[config.mk]
export PLATFORM = sky130hd
export DESIGN_NAME = ysyx_24090012_lsu_flat
export DESIGN_NICKNAME = d
export VERILOG_FILES = /design/src/rtl/ysyx_24090012_pkg.sv /design/src/rtl/ysyx_24090012_lsu_if.sv /design/src/rtl/ysyx_24090012_lsu_align.sv /design/src/rtl/ysyx_24090012_lsu.sv /design/src/flat_wrapper.sv
export SDC_FILE = /design/constraint.sdc
export NUM_CORES = 1
export LEC_CHECK = 0
export BUFFER_PORTS_ARGS = -buffer_cell sky130_fd_sc_hd__buf_2
export CAP_MARGIN = 20
export CORE_AREA = 5 5 193 195
export DETAILED_ROUTE_END_ITERATION = 10
export DIE_AREA = 0 0 198 200
export SETUP_SLACK_MARGIN = 0.4
export SYNTH_ARGS = -nofsm -noshare
export SYNTH_HDL_FRONTEND = slang
export SYNTH_SLANG_ARGS = --single-unit
export TNS_END_PERCENT = 50
[constraint.sdc]
create_clock -name clock -period 6.6 [get_ports clock]
set_clock_uncertainty 0.2 [all_clocks]
set_input_delay 0.66 -clock clock [delete_from_list [all_inputs] [get_ports clock]]
set_output_delay 0.66 -clock clock [all_outputs]
set_load 0.005 [all_outputs]
[src/rtl/ysyx_24090012_pkg.sv]
// Shared RV32E decode constants and LSU state/size encodings.
package ysyx_24090012_pkg;

  localparam logic [6:0] OPC_LOAD  = 7'b0000011;
  localparam logic [6:0] OPC_STORE = 7'b0100011;

  localparam logic [2:0] F3_LB  = 3'b000;
  localparam logic [2:0] F3_LH  = 3'b001;
  localparam logic [2:0] F3_LW  = 3'b010;
  localparam logic [2:0] F3_LBU = 3'b100;
  localparam logic [2:0] F3_LHU = 3'b101;
  localparam logic [2:0] F3_SB  = 3'b000;
  localparam logic [2:0] F3_SH  = 3'b001;
  localparam logic [2:0] F3_SW  = 3'b010;

  typedef enum logic [1:0] {
    S_IDLE = 2'd0,
    S_REQ  = 2'd1,
    S_RESP = 2'd2,
    S_OUT  = 2'd3
  } lsu_state_e;

  typedef enum logic [1:0] {
    SZ_BYTE = 2'd0,
    SZ_HALF = 2'd1,
    SZ_WORD = 2'd2
  } acc_size_e;

  // Any funct3 that is not a recognised byte/half encoding is a word access.
  function automatic acc_size_e access_size(input logic is_store, input logic [2:0] funct3);
    acc_size_e sz;
    sz = SZ_WORD;
    if (is_store) begin
      if (funct3 == F3_SB) sz = SZ_BYTE;
      else if (funct3 == F3_SH) sz = SZ_HALF;
    end else begin
      if (funct3 == F3_LB || funct3 == F3_LBU) sz = SZ_BYTE;
      else if (funct3 == F3_LH || funct3 == F3_LHU) sz = SZ_HALF;
    end
    return sz;
  endfunction

endpackage

[src/rtl/ysyx_24090012_lsu_if.sv]
// EXU -> LSU -> WBU and LSU <-> data-memory handshake bundle; slave is the LSU view.
interface ysyx_24090012_lsu_if #(
  parameter int ADDR_WIDTH = 32,
  parameter int DATA_WIDTH = 32
);
  logic                  exu_valid;
  logic                  exu_ready;
  logic [DATA_WIDTH-1:0] exu_result;
  logic [DATA_WIDTH-1:0] exu_store_data;
  logic [31:0]           exu_inst;
  logic [31:0]           exu_next_pc;
  logic [63:0]           exu_num;

  logic                  mem_req_valid;
  logic                  mem_req_ready;
  logic [ADDR_WIDTH-1:0] mem_req_addr;
  logic                  mem_req_wen;
  logic [DATA_WIDTH-1:0] mem_req_wdata;
  logic [3:0]            mem_req_wstrb;
  logic                  mem_resp_valid;
  logic                  mem_resp_ready;
  logic [DATA_WIDTH-1:0] mem_resp_rdata;
  logic                  mem_resp_err;

  logic                  wbu_valid;
  logic                  wbu_ready;
  logic [DATA_WIDTH-1:0] wbu_wdata;
  logic [31:0]           wbu_inst;
  logic [31:0]           wbu_next_pc;
  logic [63:0]           wbu_num;
  logic [ADDR_WIDTH-1:0] wbu_sim_addr;
  logic                  lsu_fault;

  modport slave (
    input  exu_valid, exu_result, exu_store_data, exu_inst, exu_next_pc, exu_num,
    input  mem_req_ready, mem_resp_valid, mem_resp_rdata, mem_resp_err, wbu_ready,
    output exu_ready, mem_req_valid, mem_req_addr, mem_req_wen, mem_req_wdata, mem_req_wstrb,
    output mem_resp_ready, wbu_valid, wbu_wdata, wbu_inst, wbu_next_pc, wbu_num,
    output wbu_sim_addr, lsu_fault
  );

  modport master (
    output exu_valid, exu_result, exu_store_data, exu_inst, exu_next_pc, exu_num,
    output mem_req_ready, mem_resp_valid, mem_resp_rdata, mem_resp_err, wbu_ready,
    input  exu_ready, mem_req_valid, mem_req_addr, mem_req_wen, mem_req_wdata, mem_req_wstrb,
    input  mem_resp_ready, wbu_valid, wbu_wdata, wbu_inst, wbu_next_pc, wbu_num,
    input  wbu_sim_addr, lsu_fault
  );
endinterface

[src/rtl/ysyx_24090012_lsu_align.sv]
// Combinational lane logic: store strobes/replicated data, load extract/extend, misalign detect.
module ysyx_24090012_lsu_align
  import ysyx_24090012_pkg::*;
(
  input  logic        is_store_i,
  input  logic [2:0]  funct3_i,
  input  logic [1:0]  addr_lo_i,
  input  logic [31:0] store_data_i,
  input  logic [31:0] rdata_i,
  output logic [3:0]  wstrb_o,
  output logic [31:0] wdata_o,
  output logic [31:0] load_data_o,
  output logic        misaligned_o
);
  acc_size_e   size;
  logic [7:0]  byte_lane;
  logic [15:0] half_lane;

  assign size      = access_size(is_store_i, funct3_i);
  assign byte_lane = rdata_i[{addr_lo_i, 3'b000} +: 8];
  assign half_lane = addr_lo_i[1] ? rdata_i[31:16] : rdata_i[15:0];

  // funct3[2] marks the unsigned load variants.
  always_comb begin
    wstrb_o      = 4'b1111;
    wdata_o      = store_data_i;
    load_data_o  = rdata_i;
    misaligned_o = (addr_lo_i != 2'b00);
    case (size)
      SZ_BYTE: begin
        wstrb_o      = 4'b0001 << addr_lo_i;
        wdata_o      = {4{store_data_i[7:0]}};
        load_data_o  = funct3_i[2] ? {24'd0, byte_lane} : {{24{byte_lane[7]}}, byte_lane};
        misaligned_o = 1'b0;
      end
      SZ_HALF: begin
        wstrb_o      = 4'b0011 << addr_lo_i;
        wdata_o      = {2{store_data_i[15:0]}};
        load_data_o  = funct3_i[2] ? {16'd0, half_lane} : {{16{half_lane[15]}}, half_lane};
        misaligned_o = addr_lo_i[0];
      end
      default: ;
    endcase
  end
endmodule

[src/rtl/ysyx_24090012_lsu.sv]
// Load/store stage: one instruction in flight, at most one memory transaction, results to WBU.
// Non-memory ops reach WBU one cycle after accept; every handshake holds its outputs until ready.
module ysyx_24090012_lsu
  import ysyx_24090012_pkg::*;
#(
  parameter int ADDR_WIDTH = 32,
  parameter int DATA_WIDTH = 32
) (
  input  logic                clock,
  input  logic                reset,
  ysyx_24090012_lsu_if.slave  lsu_bus
);
  lsu_state_e            state_q;
  logic [ADDR_WIDTH-1:0] addr_q;
  logic [ADDR_WIDTH-1:0] sim_addr_q;
  logic [DATA_WIDTH-1:0] wdata_q;
  logic [DATA_WIDTH-1:0] req_wdata_q;
  logic [3:0]            req_wstrb_q;
  logic                  req_wen_q;
  logic [31:0]           inst_q;
  logic [31:0]           next_pc_q;
  logic [63:0]           num_q;
  logic                  fault_q;

  logic        in_load, in_store, in_mem, in_idle;
  logic        al_is_store, al_misaligned;
  logic [2:0]  al_funct3;
  logic [1:0]  al_addr_lo;
  logic [3:0]  al_wstrb;
  logic [31:0] al_wdata, al_load_data;

  assign in_idle  = (state_q == S_IDLE);
  assign in_load  = (lsu_bus.exu_inst[6:0] == OPC_LOAD);
  assign in_store = (lsu_bus.exu_inst[6:0] == OPC_STORE);
  assign in_mem   = in_load | in_store;

  // The aligner sees the incoming instruction while idle and the captured one afterwards.
  assign al_is_store = in_idle ? in_store : req_wen_q;
  assign al_funct3   = in_idle ? lsu_bus.exu_inst[14:12] : inst_q[14:12];
  assign al_addr_lo  = in_idle ? lsu_bus.exu_result[1:0] : addr_q[1:0];

  ysyx_24090012_lsu_align u_align (
    .is_store_i   (al_is_store),
    .funct3_i     (al_funct3),
    .addr_lo_i    (al_addr_lo),
    .store_data_i (lsu_bus.exu_store_data),
    .rdata_i      (lsu_bus.mem_resp_rdata),
    .wstrb_o      (al_wstrb),
    .wdata_o      (al_wdata),
    .load_data_o  (al_load_data),
    .misaligned_o (al_misaligned)
  );

  always_ff @(posedge clock) begin
    if (reset) begin
      state_q     <= S_IDLE;
      addr_q      <= '0;
      sim_addr_q  <= '0;
      wdata_q     <= '0;
      req_wdata_q <= '0;
      req_wstrb_q <= '0;
      req_wen_q   <= 1'b0;
      inst_q      <= '0;
      next_pc_q   <= '0;
      num_q       <= '0;
      fault_q     <= 1'b0;
    end else begin
      fault_q <= 1'b0;
      case (state_q)
        S_IDLE: begin
          if (lsu_bus.exu_valid) begin
            inst_q      <= lsu_bus.exu_inst;
            next_pc_q   <= lsu_bus.exu_next_pc;
            num_q       <= lsu_bus.exu_num;
            addr_q      <= lsu_bus.exu_result[ADDR_WIDTH-1:0];
            sim_addr_q  <= in_mem ? lsu_bus.exu_result[ADDR_WIDTH-1:0] : '0;
            req_wen_q   <= in_store;
            req_wstrb_q <= in_store ? al_wstrb : 4'b0000;
            req_wdata_q <= in_store ? al_wdata : '0;
            if (!in_mem) begin
              wdata_q <= lsu_bus.exu_result;
              state_q <= S_OUT;
            end else if (al_misaligned) begin
              wdata_q <= '0;
              fault_q <= 1'b1;
              state_q <= S_OUT;
            end else begin
              state_q <= S_REQ;
            end
          end
        end
        S_REQ: begin
          if (lsu_bus.mem_req_ready) state_q <= S_RESP;
        end
        S_RESP: begin
          if (lsu_bus.mem_resp_valid) begin
            if (lsu_bus.mem_resp_err) begin
              wdata_q <= '0;
              fault_q <= 1'b1;
            end else begin
              wdata_q <= req_wen_q ? '0 : al_load_data;
            end
            state_q <= S_OUT;
          end
        end
        S_OUT: begin
          if (lsu_bus.wbu_ready) state_q <= S_IDLE;
        end
        default: state_q <= S_IDLE;
      endcase
    end
  end

  assign lsu_bus.exu_ready      = in_idle;
  assign lsu_bus.mem_req_valid  = (state_q == S_REQ);
  assign lsu_bus.mem_resp_ready = (state_q == S_RESP);
  assign lsu_bus.wbu_valid      = (state_q == S_OUT);
  assign lsu_bus.mem_req_addr   = {addr_q[ADDR_WIDTH-1:2], 2'b00};
  assign lsu_bus.mem_req_wen    = req_wen_q;
  assign lsu_bus.mem_req_wdata  = req_wdata_q;
  assign lsu_bus.mem_req_wstrb  = req_wstrb_q;
  assign lsu_bus.wbu_wdata      = wdata_q;
  assign lsu_bus.wbu_inst       = inst_q;
  assign lsu_bus.wbu_next_pc    = next_pc_q;
  assign lsu_bus.wbu_num        = num_q;
  assign lsu_bus.wbu_sim_addr   = sim_addr_q;
  assign lsu_bus.lsu_fault      = fault_q;
endmodule

[src/flat_wrapper.sv]
// flat-port wrapper written by rule: the top's interface ports become plain ports
module ysyx_24090012_lsu_flat import ysyx_24090012_pkg::*;
#(
  parameter int ADDR_WIDTH = 32,
  parameter int DATA_WIDTH = 32
)
  (clock, reset, lsu_bus_exu_valid, lsu_bus_exu_result, lsu_bus_exu_store_data, lsu_bus_exu_inst, lsu_bus_exu_next_pc, lsu_bus_exu_num, lsu_bus_mem_req_ready, lsu_bus_mem_resp_valid, lsu_bus_mem_resp_rdata, lsu_bus_mem_resp_err, lsu_bus_wbu_ready, lsu_bus_exu_ready, lsu_bus_mem_req_valid, lsu_bus_mem_req_addr, lsu_bus_mem_req_wen, lsu_bus_mem_req_wdata, lsu_bus_mem_req_wstrb, lsu_bus_mem_resp_ready, lsu_bus_wbu_valid, lsu_bus_wbu_wdata, lsu_bus_wbu_inst, lsu_bus_wbu_next_pc, lsu_bus_wbu_num, lsu_bus_wbu_sim_addr, lsu_bus_lsu_fault);
  ysyx_24090012_lsu_if #(.ADDR_WIDTH(ADDR_WIDTH), .DATA_WIDTH(DATA_WIDTH)) lsu_bus_i ();
  input  logic clock;
  input  logic reset;
  input wire logic [$bits(lsu_bus_i.exu_valid)-1:0] lsu_bus_exu_valid;
  input wire logic [$bits(lsu_bus_i.exu_result)-1:0] lsu_bus_exu_result;
  input wire logic [$bits(lsu_bus_i.exu_store_data)-1:0] lsu_bus_exu_store_data;
  input wire logic [$bits(lsu_bus_i.exu_inst)-1:0] lsu_bus_exu_inst;
  input wire logic [$bits(lsu_bus_i.exu_next_pc)-1:0] lsu_bus_exu_next_pc;
  input wire logic [$bits(lsu_bus_i.exu_num)-1:0] lsu_bus_exu_num;
  input wire logic [$bits(lsu_bus_i.mem_req_ready)-1:0] lsu_bus_mem_req_ready;
  input wire logic [$bits(lsu_bus_i.mem_resp_valid)-1:0] lsu_bus_mem_resp_valid;
  input wire logic [$bits(lsu_bus_i.mem_resp_rdata)-1:0] lsu_bus_mem_resp_rdata;
  input wire logic [$bits(lsu_bus_i.mem_resp_err)-1:0] lsu_bus_mem_resp_err;
  input wire logic [$bits(lsu_bus_i.wbu_ready)-1:0] lsu_bus_wbu_ready;
  output wire logic [$bits(lsu_bus_i.exu_ready)-1:0] lsu_bus_exu_ready;
  output wire logic [$bits(lsu_bus_i.mem_req_valid)-1:0] lsu_bus_mem_req_valid;
  output wire logic [$bits(lsu_bus_i.mem_req_addr)-1:0] lsu_bus_mem_req_addr;
  output wire logic [$bits(lsu_bus_i.mem_req_wen)-1:0] lsu_bus_mem_req_wen;
  output wire logic [$bits(lsu_bus_i.mem_req_wdata)-1:0] lsu_bus_mem_req_wdata;
  output wire logic [$bits(lsu_bus_i.mem_req_wstrb)-1:0] lsu_bus_mem_req_wstrb;
  output wire logic [$bits(lsu_bus_i.mem_resp_ready)-1:0] lsu_bus_mem_resp_ready;
  output wire logic [$bits(lsu_bus_i.wbu_valid)-1:0] lsu_bus_wbu_valid;
  output wire logic [$bits(lsu_bus_i.wbu_wdata)-1:0] lsu_bus_wbu_wdata;
  output wire logic [$bits(lsu_bus_i.wbu_inst)-1:0] lsu_bus_wbu_inst;
  output wire logic [$bits(lsu_bus_i.wbu_next_pc)-1:0] lsu_bus_wbu_next_pc;
  output wire logic [$bits(lsu_bus_i.wbu_num)-1:0] lsu_bus_wbu_num;
  output wire logic [$bits(lsu_bus_i.wbu_sim_addr)-1:0] lsu_bus_wbu_sim_addr;
  output wire logic [$bits(lsu_bus_i.lsu_fault)-1:0] lsu_bus_lsu_fault;
  assign lsu_bus_i.exu_valid = lsu_bus_exu_valid;
  assign lsu_bus_i.exu_result = lsu_bus_exu_result;
  assign lsu_bus_i.exu_store_data = lsu_bus_exu_store_data;
  assign lsu_bus_i.exu_inst = lsu_bus_exu_inst;
  assign lsu_bus_i.exu_next_pc = lsu_bus_exu_next_pc;
  assign lsu_bus_i.exu_num = lsu_bus_exu_num;
  assign lsu_bus_i.mem_req_ready = lsu_bus_mem_req_ready;
  assign lsu_bus_i.mem_resp_valid = lsu_bus_mem_resp_valid;
  assign lsu_bus_i.mem_resp_rdata = lsu_bus_mem_resp_rdata;
  assign lsu_bus_i.mem_resp_err = lsu_bus_mem_resp_err;
  assign lsu_bus_i.wbu_ready = lsu_bus_wbu_ready;
  assign lsu_bus_exu_ready = lsu_bus_i.exu_ready;
  assign lsu_bus_mem_req_valid = lsu_bus_i.mem_req_valid;
  assign lsu_bus_mem_req_addr = lsu_bus_i.mem_req_addr;
  assign lsu_bus_mem_req_wen = lsu_bus_i.mem_req_wen;
  assign lsu_bus_mem_req_wdata = lsu_bus_i.mem_req_wdata;
  assign lsu_bus_mem_req_wstrb = lsu_bus_i.mem_req_wstrb;
  assign lsu_bus_mem_resp_ready = lsu_bus_i.mem_resp_ready;
  assign lsu_bus_wbu_valid = lsu_bus_i.wbu_valid;
  assign lsu_bus_wbu_wdata = lsu_bus_i.wbu_wdata;
  assign lsu_bus_wbu_inst = lsu_bus_i.wbu_inst;
  assign lsu_bus_wbu_next_pc = lsu_bus_i.wbu_next_pc;
  assign lsu_bus_wbu_num = lsu_bus_i.wbu_num;
  assign lsu_bus_wbu_sim_addr = lsu_bus_i.wbu_sim_addr;
  assign lsu_bus_lsu_fault = lsu_bus_i.lsu_fault;
  ysyx_24090012_lsu #(.ADDR_WIDTH(ADDR_WIDTH), .DATA_WIDTH(DATA_WIDTH)) u_core (.clock(clock), .reset(reset), .lsu_bus(lsu_bus_i));
endmodule
* Word-level counts from Yosys, hierarchy flattened
Index checks and enable logic that the tools add are counted.
Storage, ports and cells: register bits 264, bits of input ports 231, output and inout port bits 266, logic and storage cells 77
Operators by class: equal/unequal tests 14, shift operators 3, mux-type cells 38, bitwise gates (word level) 1, reductions and logical operators 10
Operators with widths (number):
- two-way mux 32 bit | 10
- case mux 32 bit (2 select lines) | 3
- variable part select 32 x 6 -> 8 bit | 1
- two-way mux 2 bit | 12
- two-way mux 16 bit | 1
- != test 2 bit (second input constant) | 4
- case mux 2 bit (4 select lines) | 1
- case mux 4 bit (2 select lines) | 1
- AND reduction 4 bit | 2
- == test 7 x 2 -> 1 bit (second input constant) | 1
- == test 7 x 6 -> 1 bit (second input constant) | 1
- == test 3 bit (second input constant) | 2
- two-way mux 1 bit | 6
- == test 2 x 1 -> 1 bit (second input constant) | 2
- == test 2 bit (second input constant) | 2
- logical NOT 2 bit | 2
- two-way mux 4 bit | 1
- case mux 1 bit (2 select lines) | 2
- nonzero test 2 bit | 2
- left shift 1 x 2 -> 4 bit (first input constant) | 1
- left shift 2 x 2 -> 4 bit (first input constant) | 1
- == test 3 x 1 -> 1 bit (second input constant) | 1
- logical NOT 3 bit | 1
- two-way mux 3 bit | 1
- other kinds (4) | 5

* Depth between registers and ports, before layout
Gate-level depths: netlist of run 1.
word-level depth 13, mapped depth 11, depth with buffers taken out 7

* By module
A second synthesis of run 1 with hierarchy kept.
Unflattened totals: cells, all modules 1361, area total of the unflattened synthesis 11382.2 sq um
By module, submodules not included:
- ysyx_24090012_lsu | instances 1, cells each 1146, area each 9927.0 sq um, seq. area each 5285.1 sq um
- ysyx_24090012_lsu_align | instances 1, cells each 215, area each 1455.1 sq um, seq. area each 0.0 sq um

* Least setup slack after synthesis of run 1
No wires, ideal clock.
path kind register -> register, start register u_core.state_q[0], end register u_core.wdata_q[24], in the netlist u_core.lsu_bus.wbu_wdata[24], library setup time 0.080 ns, arrival time 2.251 ns, required time 6.320 ns, path slack 4.068 ns, cell stages (with the launch flop) 11, buffers on the path 3, cell sequence dfxtp_1 inv_1 ha_1 buf_6 mux2_4 buf_6 mux2i_1 mux2_4 o31a_4 buf_6 a211oi_2
On the way: cells in the longest elaborated chain, start to end 13, elaborated cells on any way between the ends 34, those cells by class eq/ne (8); shift (1); mux (17); reduce/logical (8)
Ends and longest elaborated chain:
- start, declared | line ysyx_24090012_lsu.sv:13 | lsu_state_e state_q;
- start signal, assigned | line ysyx_24090012_lsu.sv:56 | state_q <= S_IDLE;
- start signal, assigned | line ysyx_24090012_lsu.sv:82 | state_q <= S_OUT;
- start signal, assigned | line ysyx_24090012_lsu.sv:86 | state_q <= S_OUT;
- logical NOT 2 bit (*) | line ysyx_24090012_lsu.sv:32 | assign in_idle = (state_q == S_IDLE);
- via lsu_bus_exu_ready | line flat_wrapper.sv:22 | output wire logic [$bits(lsu_bus_i.exu_ready)-1:0] lsu_bus_exu_ready;
- two-way mux 3 bit | line ysyx_24090012_lsu.sv:39 | assign al_funct3 = in_idle ? lsu_bus.exu_inst[14:12] : inst_q[14:12];
- == test 3 x 1 -> 1 bit / == test 3 bit (equally long branches) | line ysyx_24090012_pkg.sv:35, ysyx_24090012_pkg.sv:38
- logical OR 1 bit | line ysyx_24090012_pkg.sv:38 | else if (funct3 == F3_LH || funct3 == F3_LHU) sz = SZ_HALF;
- two-way mux 2 bit | line ysyx_24090012_pkg.sv:38
- two-way mux 2 bit | line ysyx_24090012_pkg.sv:37 | if (funct3 == F3_LB || funct3 == F3_LBU) sz = SZ_BYTE;
- two-way mux 2 bit | line ysyx_24090012_pkg.sv:33 | if (is_store) begin
- == test 2 x 1 -> 1 bit / logical NOT 2 bit (equally long branches) | line ysyx_24090012_lsu_align.sv:29 | case (size)
- case mux 32 bit (2 select lines) | line ysyx_24090012_lsu_align.sv:29
- two-way mux 32 bit | line ysyx_24090012_lsu.sv:101 | wdata_q <= req_wen_q ? '0 : al_load_data;
- two-way mux 32 bit | line ysyx_24090012_lsu.sv:97 | if (lsu_bus.mem_resp_err) begin
- two-way mux 32 bit | line ysyx_24090012_lsu.sv:96 | if (lsu_bus.mem_resp_valid) begin
- case mux 32 bit (2 select lines) | line ysyx_24090012_lsu.sv:69 | case (state_q)
- end signal, assigned | line ysyx_24090012_lsu.sv:81 | wdata_q <= lsu_bus.exu_result;
- end signal, assigned | line ysyx_24090012_lsu.sv:101
- end, declared | line ysyx_24090012_lsu.sv:16 | logic [DATA_WIDTH-1:0] wdata_q;
The timed path passes the listed nets; every way through them passes the cells marked *. The select of a mux whose other input is x is not followed. A chain may end at the register's enable or synchronous reset.

* Final worst setup path of run 1
start register u_core.state_q[0], end register u_core.num_q[9], in the netlist u_core.lsu_bus.wbu_num[9]
On the way: cells in the longest elaborated chain, start to end 2
Ends and longest elaborated chain:
- logical NOT 2 bit | line ysyx_24090012_lsu.sv:69
- AND reduction 2 bit (no line)
- end signal, assigned | line ysyx_24090012_lsu.sv:74 | num_q <= lsu_bus.exu_num;
- end, declared | line ysyx_24090012_lsu.sv:22 | logic [63:0] num_q;
Every way passes these cells.

==> results of run 1 <==
[logic make-up after synthesis]
logic type	count (synthesis)
AOI/OAI and AO/OA	372
adders and majority gates	4
buffers and inverters	157
DFF	264
muxes	28
other	1
and+or+nand+nor	560
[cells in the final DEF, fill, tap and decap left out, types with 4 or more instances in the layout]
cell	n
nor3_1	14
nand3_1	35
buf_2	493
diode_2	7
ha_1	4
o311ai_1	8
a311oi_1	9
nand2b_1	4
a2bb2oi_1	7
nand2_1	405
and3_1	11
clkbuf_1	4
a21boi_0	8
clkbuf_16	31
a21oi_1	212
buf_4	12
clkinv_2	7
a21o_1	8
nand4_1	6
inv_1	12
a211oi_1	11
a22oi_1	24
mux2i_1	24
o21ai_0	40
clkbuf_8	5
nor2_1	58
dfxtp_1	264
o32ai_1	5
a221oi_1	6
and2_1	7
a211oi_2	10
[where the power goes]
group | internal (uW) | total [uW] | switching [uW]
combinational | 779 | 2170 | 1390
clock | 1020 | 1740 | 716
sequential | 1860 | 2000 | 141
total | 3660 | 5910 | 2250
[routing by layer]
metal | wire length (um) | vias to the layer above | global-route usage, %
met3 | 3540 | 83 | 4.97
li1 | - | 5489 | -
met2 | 21000 | 459 | 34.8
met4 | 1580 | 0 | 8.08
met5 | 0 | - | 0
met1 | 17800 | 5356 | 25.3
[area by class of cell]
class	count	area share, %
flip-flops and latches	264	36.2
diodes	7	0.120
inverters	12	0.309
multi-input cells	966	34.3
well taps	461	3.95
repair buffers	510	18.0
clock buffers	39	5.80
clock inverters	17	1.25
[registers in the layout (all words and copies together), names as in the netlist]
signal	cells
u_core.lsu_bus.mem_req_wdata	32
u_core.state_q	2
u_core.lsu_bus.mem_req_wen	1
u_core.lsu_bus.wbu_inst	32
u_core.lsu_bus.mem_req_wstrb	4
u_core.lsu_bus.wbu_num	64
u_core.lsu_bus.wbu_next_pc	32
u_core.lsu_bus.wbu_sim_addr	32
u_core.addr_q	32
u_core.lsu_bus.lsu_fault	1
u_core.lsu_bus.wbu_wdata	32
[per-stage QoR]
step / power (uW) / hold slack, ps
after floorplan: 3470 / 237
after global placement: 4140 / 230
after detailed placement: 4200 / 240
after CTS: 5960 / 87.7
after global routing: 6280 / 105
final: 5910 / 125
[critical path: cells and delay by family (launching register included)]
family	cells	cell delay (ps)
and+or+nand+nor	2	900
adders and majority gates	1	830
buffers and inverters	3	1460
DFF	1	350
AOI/OAI and AO/OA	1	140
[worst paths after layout]
path	from	to	slack [ps]	cells past startpoint
setup / recovery	u_core.state_q[0]	u_core.lsu_bus.wbu_num[9]	2530	7
hold reg to reg	u_core.lsu_bus.mem_req_wdata[16]	u_core.lsu_bus.mem_req_wdata[16]	250	2
setup reg to reg	u_core.state_q[0]	u_core.lsu_bus.wbu_num[9]	2530	7
hold / removal	lsu_bus_exu_next_pc[0]	u_core.lsu_bus.wbu_next_pc[0]	120	3
==> impl_metrics.env, run 1 <==
export IMPL_status="finished, final reports clean"
export IMPL_clk_latency_ps=560
export IMPL_portBuffers=494
export IMPL_crit_type="register to register"
export IMPL_multi_input_area_um2=5000
export IMPL_place_gp_congestion=0.865
export IMPL_synthTopCellsByCount="406 x nand2_1, 264 x dfxtp_1, 213 x a21oi_1"
export IMPL_cts_hold_fix_buffers=0
export IMPL_cts_buffer_depth=3
export IMPL_setup_viol=0
export IMPL_async_flop_share_pct=0
export IMPL_core_area_um2=35200
export IMPL_setup_ws_ps=2530
export IMPL_synth_top_cell_by_area="dfxtp_1"
export IMPL_seq_area_um2=5290
export IMPL_stdcell_area_um2=14600
export IMPL_routedWlPerCell_um=19.3
export IMPL_fin_cells=2276
export IMPL_cpMostUsedCell="buf_4"
export IMPL_path_cells="inv_1, ha_1, and2_4, buf_4, buf_4, nand2_1, a21oi_1"
export IMPL_ys_seq_elements=264
export IMPL_ys_top_cells_by_area="dfxtp_1 48%, nand2_1 14%, a21oi_1 9.7%"
export IMPL_dp_hpwl_um=32400
export IMPL_drive_above_1_share_pct=32.7
export IMPL_synthFlopType="dfxtp_1"
export IMPL_dr_pass1_iters=5
export IMPL_fp_dieW_um=198
export IMPL_pre_cts_ws_ps=2540
export IMPL_slowest_stage="ha_1"
export IMPL_critPathCaptureType="register"
export IMPL_dp_cells=2211
export IMPL_cts_buffers=31
export IMPL_die_h_um=200
export IMPL_synth_most_common_cell="nand2_1"
export IMPL_timing_slew_headroom_pct=25.7
export IMPL_routed_wl_um=43900
export IMPL_syn_to_final_growth_pct=32.5
export IMPL_cp_required_ps=6890
export IMPL_power_density_nw_per_um2=405
export IMPL_fillCellCount=3640
export IMPL_tightestPinTransition_ps=1080
export IMPL_clkSlewWorstSetupHoldPaths_ps=70
export IMPL_grt_max_degree=117
export IMPL_grtUsageTotal_pct=20.5
export IMPL_clkSinkCount=264
export IMPL_synth_compound_area_share_pct=20.9
export IMPL_setup_worst_path_start_class="register"
export IMPL_synth_top_family_by_area="simple AND/OR/NAND/NOR gates"
export IMPL_grt_pass1_vias=10967
export IMPL_netlist_area_um2=11000
export IMPL_nets=2020
export IMPL_period_minus_slack_ps=4070
export IMPL_rsz0062_at_grt="false"
export IMPL_min_path_type="input port to register"
export IMPL_grt_antenna_before_repair=4
export IMPL_slew_viol_final=0
export IMPL_placed_area_um2=13500
export IMPL_ys_types=63
export IMPL_cts_tree="yes"
export IMPL_muxShareOfSynthArea_pct=2.78
export IMPL_final_util_pct=41.4
export IMPL_viasPerCell=5.00
export IMPL_seq_area_frac_synth_pct=48.0
export IMPL_root_buffer="clkbuf_16"
export IMPL_drc=0
export IMPL_vias=11387
export IMPL_synth_fa_ha_area_share_pct=0.455
export IMPL_fp_row_count=69
export IMPL_post_cts_resize_count=0
export IMPL_period_share_pct=61.7
export IMPL_maxCapViolations=0
export IMPL_postCtsSetupRepairBufs=0
export IMPL_yosys_area_share_simple_pct=21.0
export IMPL_setup_tns_ps=0
export IMPL_slowest_delay_ps=830
export IMPL_grt_overflow=0
export IMPL_synth_edf_count=0
export IMPL_leakage_uw=0.00661
export IMPL_cp_max_fo=67
export IMPL_ir_worst_vdd_uv=208
export IMPL_hold_violations=0
export IMPL_fmax_mhz=246
export IMPL_ios=497
export IMPL_synth_top_cell_area_share_pct=48.0
export IMPL_die_area_um2=39600
export IMPL_grt_pass1_wl_um=64400
export IMPL_yosys_warnings=0
export IMPL_cp_data_arrival_time_ps=4360
export IMPL_synth_xor_area_share_pct=0
export IMPL_avgSynthCellArea_um2=7.94
export IMPL_postRouteAntennaNets=0
export IMPL_synth_cells=1386
export IMPL_htreeDepth=1
export IMPL_start_util_pct=31.3
export IMPL_drt_iter0_drc=601
No activity file was read; power rests on OpenSTA's default activity.
==> run 2, diff against run 1 <==
- CORE_AREA: 5 5 193 195 -> 5 5 189 191
- DIE_AREA: 0 0 198 200 -> 0 0 194 196
- clock period: 6.6 -> 4.12 ns (I/O delays scaled with it)
==> run 2 against run 1 <==
Critical path depth increased by 2. Design area is 13% higher. Sequential share of layout area fell by 4.1 points. Count of clock-buffer cells in the layout is 10 higher. Die area down 4.0%. Sequential power rose by 61%. Clock power is 51% higher. Setup slack got worse by 1800 ps. Largest power group unchanged.
==> impl_metrics.env, run 2 (synthesis results as in run 1) <==
export IMPL_cts_buffer_depth=3
export IMPL_grt_max_degree=184
export IMPL_mostFrequentLayoutCells="493 x buf_2, 404 x nand2_1, 264 x dfxtp_1"
export IMPL_p_total_uw=9550
export IMPL_nets=2210
export IMPL_grt_pass1_wl_um=71700
export IMPL_grt_pass1_vias=12589
export IMPL_ff2ff_path_depth=9
export IMPL_htreeDepth=1
export IMPL_period_share_pct=83.4
export IMPL_cts_tree="yes"
export IMPL_maxCapViolations=0
export IMPL_postRouteAntennaNets=0
export IMPL_mostFrequentLayoutCell="buf_2"
export IMPL_fin_cells=2460
export IMPL_cts_buffers=29
export IMPL_leakage_uw=0.00739
export IMPL_drt_iter0_drc=743
export IMPL_routedWlPerCell_um=18.9
export IMPL_rrSetupSlack_ps=680
export IMPL_status="finished, final reports clean"
export IMPL_clk_latency_ps=560
export IMPL_place_gp_congestion=0.871
export IMPL_viasPerCell=4.99
export IMPL_vias=12282
export IMPL_die_h_um=196
export IMPL_setup_tns_ps=0
export IMPL_clkSinkCount=264
export IMPL_fp_dieW_um=194
export IMPL_fmax_mhz=291
export IMPL_dp_hpwl_um=31500
export IMPL_ir_worst_vdd_uv=366
export IMPL_ios=497
export IMPL_period_minus_slack_ps=3440
export IMPL_clkSlewWorstSetupHoldPaths_ps=60
export IMPL_fillCellCount=3232
export IMPL_root_buffer="clkbuf_16"
export IMPL_min_path_type="input port to register"
export IMPL_dr_pass1_iters=5
export IMPL_grtUsageTotal_pct=23.0
export IMPL_cp_max_fo=17
export IMPL_timing_slew_headroom_pct=32.2
export IMPL_cp_required_ps=4370
export IMPL_portBuffers=494
export IMPL_drive_above_1_share_pct=29.4
export IMPL_crit_path_end="u_core.lsu_bus.mem_req_wdata[13]"
export IMPL_drc=0
export IMPL_slew_viol_final=0
export IMPL_wl_met1_um=18700
export IMPL_wl_met2_um=22300
export IMPL_cp_data_arrival_time_ps=3680
export IMPL_tightestPinTransition_ps=1020
export IMPL_fp_row_count=68
export IMPL_top_layer_used="met5"
export IMPL_power_density_nw_per_um2=580
export IMPL_setup_viol=0
export IMPL_core_area_um2=33900
export IMPL_routed_wl_um=46500
export IMPL_reg2reg_to="u_core.lsu_bus.mem_req_wdata[13]"
export IMPL_route_met3_wl_um=3300
export IMPL_grt_antenna_before_repair=8
export IMPL_start_util_pct=32.4
export IMPL_grt_overflow=0
export IMPL_die_area_um2=38000
export IMPL_postCtsSetupRepairBufs=0
export IMPL_r2r_start="u_core.state_q[0]"
export IMPL_crit_type="register to register"
export IMPL_hold_violations=0
export IMPL_rsz0062_at_grt="false"
export IMPL_dp_cells=2208
export IMPL_cp_startpoint="u_core.state_q[0]"
export IMPL_critPathCaptureType="register"
export IMPL_largest_reg_flops=64
export IMPL_syn_to_final_growth_pct=49.6
export IMPL_setup_worst_path_start_class="register"
-- run 2: worst min-delay path by stage --
stage / start / end / slack [ps] / depth (start not counted)
floorplan: u_core.addr_q[10] / u_core.addr_q[10] / 240 / 2
global placement: u_core.lsu_bus.wbu_sim_addr[11] / u_core.lsu_bus.wbu_sim_addr[11] / 240 / 2
detailed placement: u_core.lsu_bus.wbu_sim_addr[11] / u_core.lsu_bus.wbu_sim_addr[11] / 240 / 2
CTS: lsu_bus_exu_inst[27] / u_core.lsu_bus.wbu_inst[27] / 1 / 3
global route: lsu_bus_mem_resp_rdata[6] / u_core.lsu_bus.wbu_wdata[6] / 40 / 3
finish: lsu_bus_mem_resp_rdata[6] / u_core.lsu_bus.wbu_wdata[6] / 30 / 3
-- run 2: area by class of cell --
cell class                 instances  area [um^2]  area share, %
sequential                       264         5290           32.1
tap                              455          569           3.46
clock buffer                      49          901           5.47
antenna                            7         17.5          0.106
timing repair buffer             702         4580           27.8
clock inverter                     5         60.1          0.365
inverter                          12         45.0          0.274
multi-input combinational        966         5010           30.4
-- run 2: power breakdown --
group	switching (uW)	internal, uW
combinational	2310	1410
sequential	230	2980
clock	1080	1540
total	3620	5940
-- run 2: per-layer routing --
metal  track usage [%]  vias to the layer above
met5                 0                        -
met4              11.0                        2
met3              5.31                      111
met2              39.1                      528
met1              27.7                     5772
li1                  -                     5869
-- run 2: worst max-delay path, cell delays in order, from the launching register on --
cell           delay, ps
dfxtp_1              380
inv_1                 80
ha_1                 370
a211o_1              380
nand2_2              300
buf_4                260
and3_1               500
mux2i_1              230
dlygate4sd3_1        560
o21ai_0               70
-- run 2: metrics by stage --
step | utilization, % | hold WS, ps | cell area (um^2) | setup slack [ps]
after global placement | 39.9 | 235 | 13600 | 976
after CTS | 48.3 | 1.31 | 16400 | 498
after detailed placement | 39.9 | 240 | 13600 | 827
after global routing | 48.5 | 42.2 | 16500 | 495
after floorplan | - | 237 | 11000 | 1590
final | 48.5 | 31.3 | 16500 | 684
-- run 2: what timing repair did --
item | 4_1_cts | 5_1_grt
setup endpoints to repair | 0 | 4
endpoints found under the hold margin | 221 | 1
hold buffers | 189 | 1
resized for setup | 0 | 3
==> run 3, diff against run 2 <==
- ABC_AREA: default -> 1
- CORE_AREA: 5 5 189 191 -> 5 5 190 192
- DIE_AREA: 0 0 194 196 -> 0 0 195 197
- clock period: 4.12 -> 3.2 ns (I/O delays scaled with it)
==> run 3 against run 2 <==
First-iteration DRC count is 11% higher. Critical path depth is 4 higher. Die area up 1.0%. Global-route usage up 0.33 points. Non-clock buffer count is 24 higher. Register-to-register slack got worse by 80 ps. Combinational power up 59%. Via count is 7.3% higher. Setup slack lost 78 ps. Sequential share of layout area fell by 1.1 points. Largest power group unchanged.
==> impl_metrics.env, run 3 <==
export IMPL_core_area_um2=34200
export IMPL_rsz0062_at_grt="false"
export IMPL_fp_dieW_um=195
export IMPL_power_density_nw_per_um2=811
export IMPL_viasPerCell=4.82
export IMPL_ys_top_cells_by_area="dfxtp_1 47%, nor2_1 13%, nand2_1 11%"
export IMPL_mostFrequentLayoutCell="buf_2"
export IMPL_synthFlopType="dfxtp_1"
export IMPL_yosys_warnings=0
export IMPL_ir_worst_vdd_uv=487
export IMPL_status="finished, final reports clean"
export IMPL_drive_above_1_share_pct=26.3
export IMPL_synth_top_cell_by_area="dfxtp_1"
export IMPL_grt_max_degree=166
export IMPL_dp_cells=2455
export IMPL_die_h_um=197
export IMPL_clk_latency_ps=550
export IMPL_maxCapViolations=0
export IMPL_path_cells="inv_1, ha_2, buf_4, nand2_1, nand2_1, a21oi_1, nand2_1, nand3_1, nor2_4, nor2_4, nor2_1, nor2_1, nor2_1"
export IMPL_synth_most_common_cell="nor2_1"
export IMPL_leakage_uw=0.00813
export IMPL_crit_type="register to register"
export IMPL_critPathCaptureType="register"
export IMPL_nets=2484
export IMPL_drc=0
export IMPL_vias=13176
export IMPL_synthTopCellsByCount="386 x nor2_1, 321 x nand2_1, 264 x dfxtp_1"
export IMPL_mostFrequentLayoutCells="493 x buf_2, 384 x nor2_1, 320 x nand2_1"
export IMPL_setup_worst_path_start_class="register"
export IMPL_dr_pass1_iters=5
export IMPL_netlist_area_um2=11300
export IMPL_synth_cells=1626
export IMPL_ys_types=35
export IMPL_dp_hpwl_um=33300
export IMPL_cp_required_ps=3450
export IMPL_place_gp_congestion=0.906
export IMPL_pre_cts_ws_ps=453
export IMPL_setup_viol=0
export IMPL_avgSynthCellArea_um2=6.93
export IMPL_timing_slew_headroom_pct=40.1
export IMPL_hold_violations=0
export IMPL_htreeDepth=1
export IMPL_setup_tns_ps=0
export IMPL_period_minus_slack_ps=2590
export IMPL_cts_buffers=30
export IMPL_grtUsageTotal_pct=23.4
export IMPL_die_area_um2=38400
export IMPL_grt_antenna_before_repair=8
export IMPL_grt_pass1_wl_um=72500
export IMPL_async_flop_share_pct=0
export IMPL_min_path_type="input port to register"
export IMPL_routedWlPerCell_um=17.6
export IMPL_ys_seq_elements=264
export IMPL_fp_row_count=68
export IMPL_setup_ws_ps=606
export IMPL_synth_edf_count=0
export IMPL_cts_tree="yes"
export IMPL_period_share_pct=81.1
export IMPL_synth_top_cell_area_share_pct=46.9
export IMPL_cp_max_fo=12
export IMPL_tightestPinTransition_ps=897
export IMPL_clkSlewWorstSetupHoldPaths_ps=60
export IMPL_ios=497
export IMPL_slowest_delay_ps=380
export IMPL_fmax_mhz=385
export IMPL_cts_buffer_depth=3
export IMPL_routed_wl_um=47900
export IMPL_root_buffer="clkbuf_16"
export IMPL_drt_iter0_drc=828
export IMPL_fin_cells=2731
export IMPL_p_total_uw=13800
export IMPL_grt_pass1_vias=12828
export IMPL_grt_overflow=0
export IMPL_cp_data_arrival_time_ps=2850
export IMPL_slowest_stage="dfxtp_1"
export IMPL_portBuffers=494
export IMPL_largest_reg_flops=64
export IMPL_seq_area_frac_synth_pct=46.9
export IMPL_start_util_pct=33.0
export IMPL_syn_to_final_growth_pct=51.0
export IMPL_slew_viol_final=0
export IMPL_postRouteAntennaNets=0
export IMPL_clkSinkCount=264
==> run 3: cell types whose count changed after synthesis, sizes merged, moves of 25 or more <==
cell | previous run | this run
nand2 | 406 | 329
o21ai | 41 | 192
a21oi | 214 | 124
nand3 | 35 | 75
mux2i | 25 | 0
inv | 12 | 89
nor2 | 60 | 388
==> run 3: per-stage QoR <==
stage	util [%]	hold slack, ps	instance area [um^2]
after global placement	40.4	250	13800
after global routing	49.8	36.0	17000
final	49.8	18.8	17000
after floorplan	-	246	11300
after detailed placement	40.4	252	13800
after CTS	49.5	0.155	16900
==> run 3: critical path: cells and delay by family (launching register included) <==
family,cells,cell delay [ps]
AO/OA/AOI/OAI,1,220
adder cells (fa/ha/maj),1,250
buffers and inverters,2,270
flip-flops,1,380
AND/OR/NAND/NOR,9,1170
==> run 3: path summary, 6_finish.rpt <==
check	cells past startpoint	to	start	slack, ps
worst max-delay path	13	u_core.lsu_bus.wbu_wdata[26]	u_core.state_q[0]	610
worst min-delay path	5	u_core.lsu_bus.wbu_wdata[7]	lsu_bus_mem_resp_rdata[7]	20
worst max register to register	13	u_core.lsu_bus.wbu_wdata[26]	u_core.state_q[0]	610
worst min register to register	2	u_core.addr_q[21]	u_core.addr_q[21]	260
==> run 3: kinds of logic (layout without fill, tap and decap cells) <==
family | Yosys count | in the layout | share of synthesized area (%)
and+or+nand+nor | 800 | 801 | 28.2
AOI/OAI and AO/OA | 330 | 330 | 15.2
DFF | 264 | 264 | 46.9
buffers and inverters | 227 | 870 | 9.20
adders and majority gates | 4 | 4 | 0.444
other | 1 | 7 | 0.0333
==> run 3: power breakdown <==
group          internal (uW)  switching, uW
Combinational           2110           3790
Sequential              4030            380
Clock                   2100           1390
==> run 3: layer usage <==
layer | global-route usage, % | wire length (um)
met1 | 28.9 | 19500
met2 | 39.3 | 22400
met3 | 6.22 | 4000
met4 | 8.48 | 1930
met5 | 0 | 60
==> run 3: final cells by class <==
type                       count  area (um^2)
fill                        3363        17200
sequential                   264         5290
multi-input combinational   1137         5020
timing repair buffer         726         4790
clock buffer                  46          872
tap                          455          569
inverter                      89          349
clock inverter                 8          118
antenna                        5         12.5
timing repair inverter         1         7.51
==> run 3: what timing repair did <==
item,CTS,global route
hold buffers,210,0
setup buffers,0,5
endpoints found under the setup margin,0,90
hold endpoints to repair,248,0
resized for setup,0,11
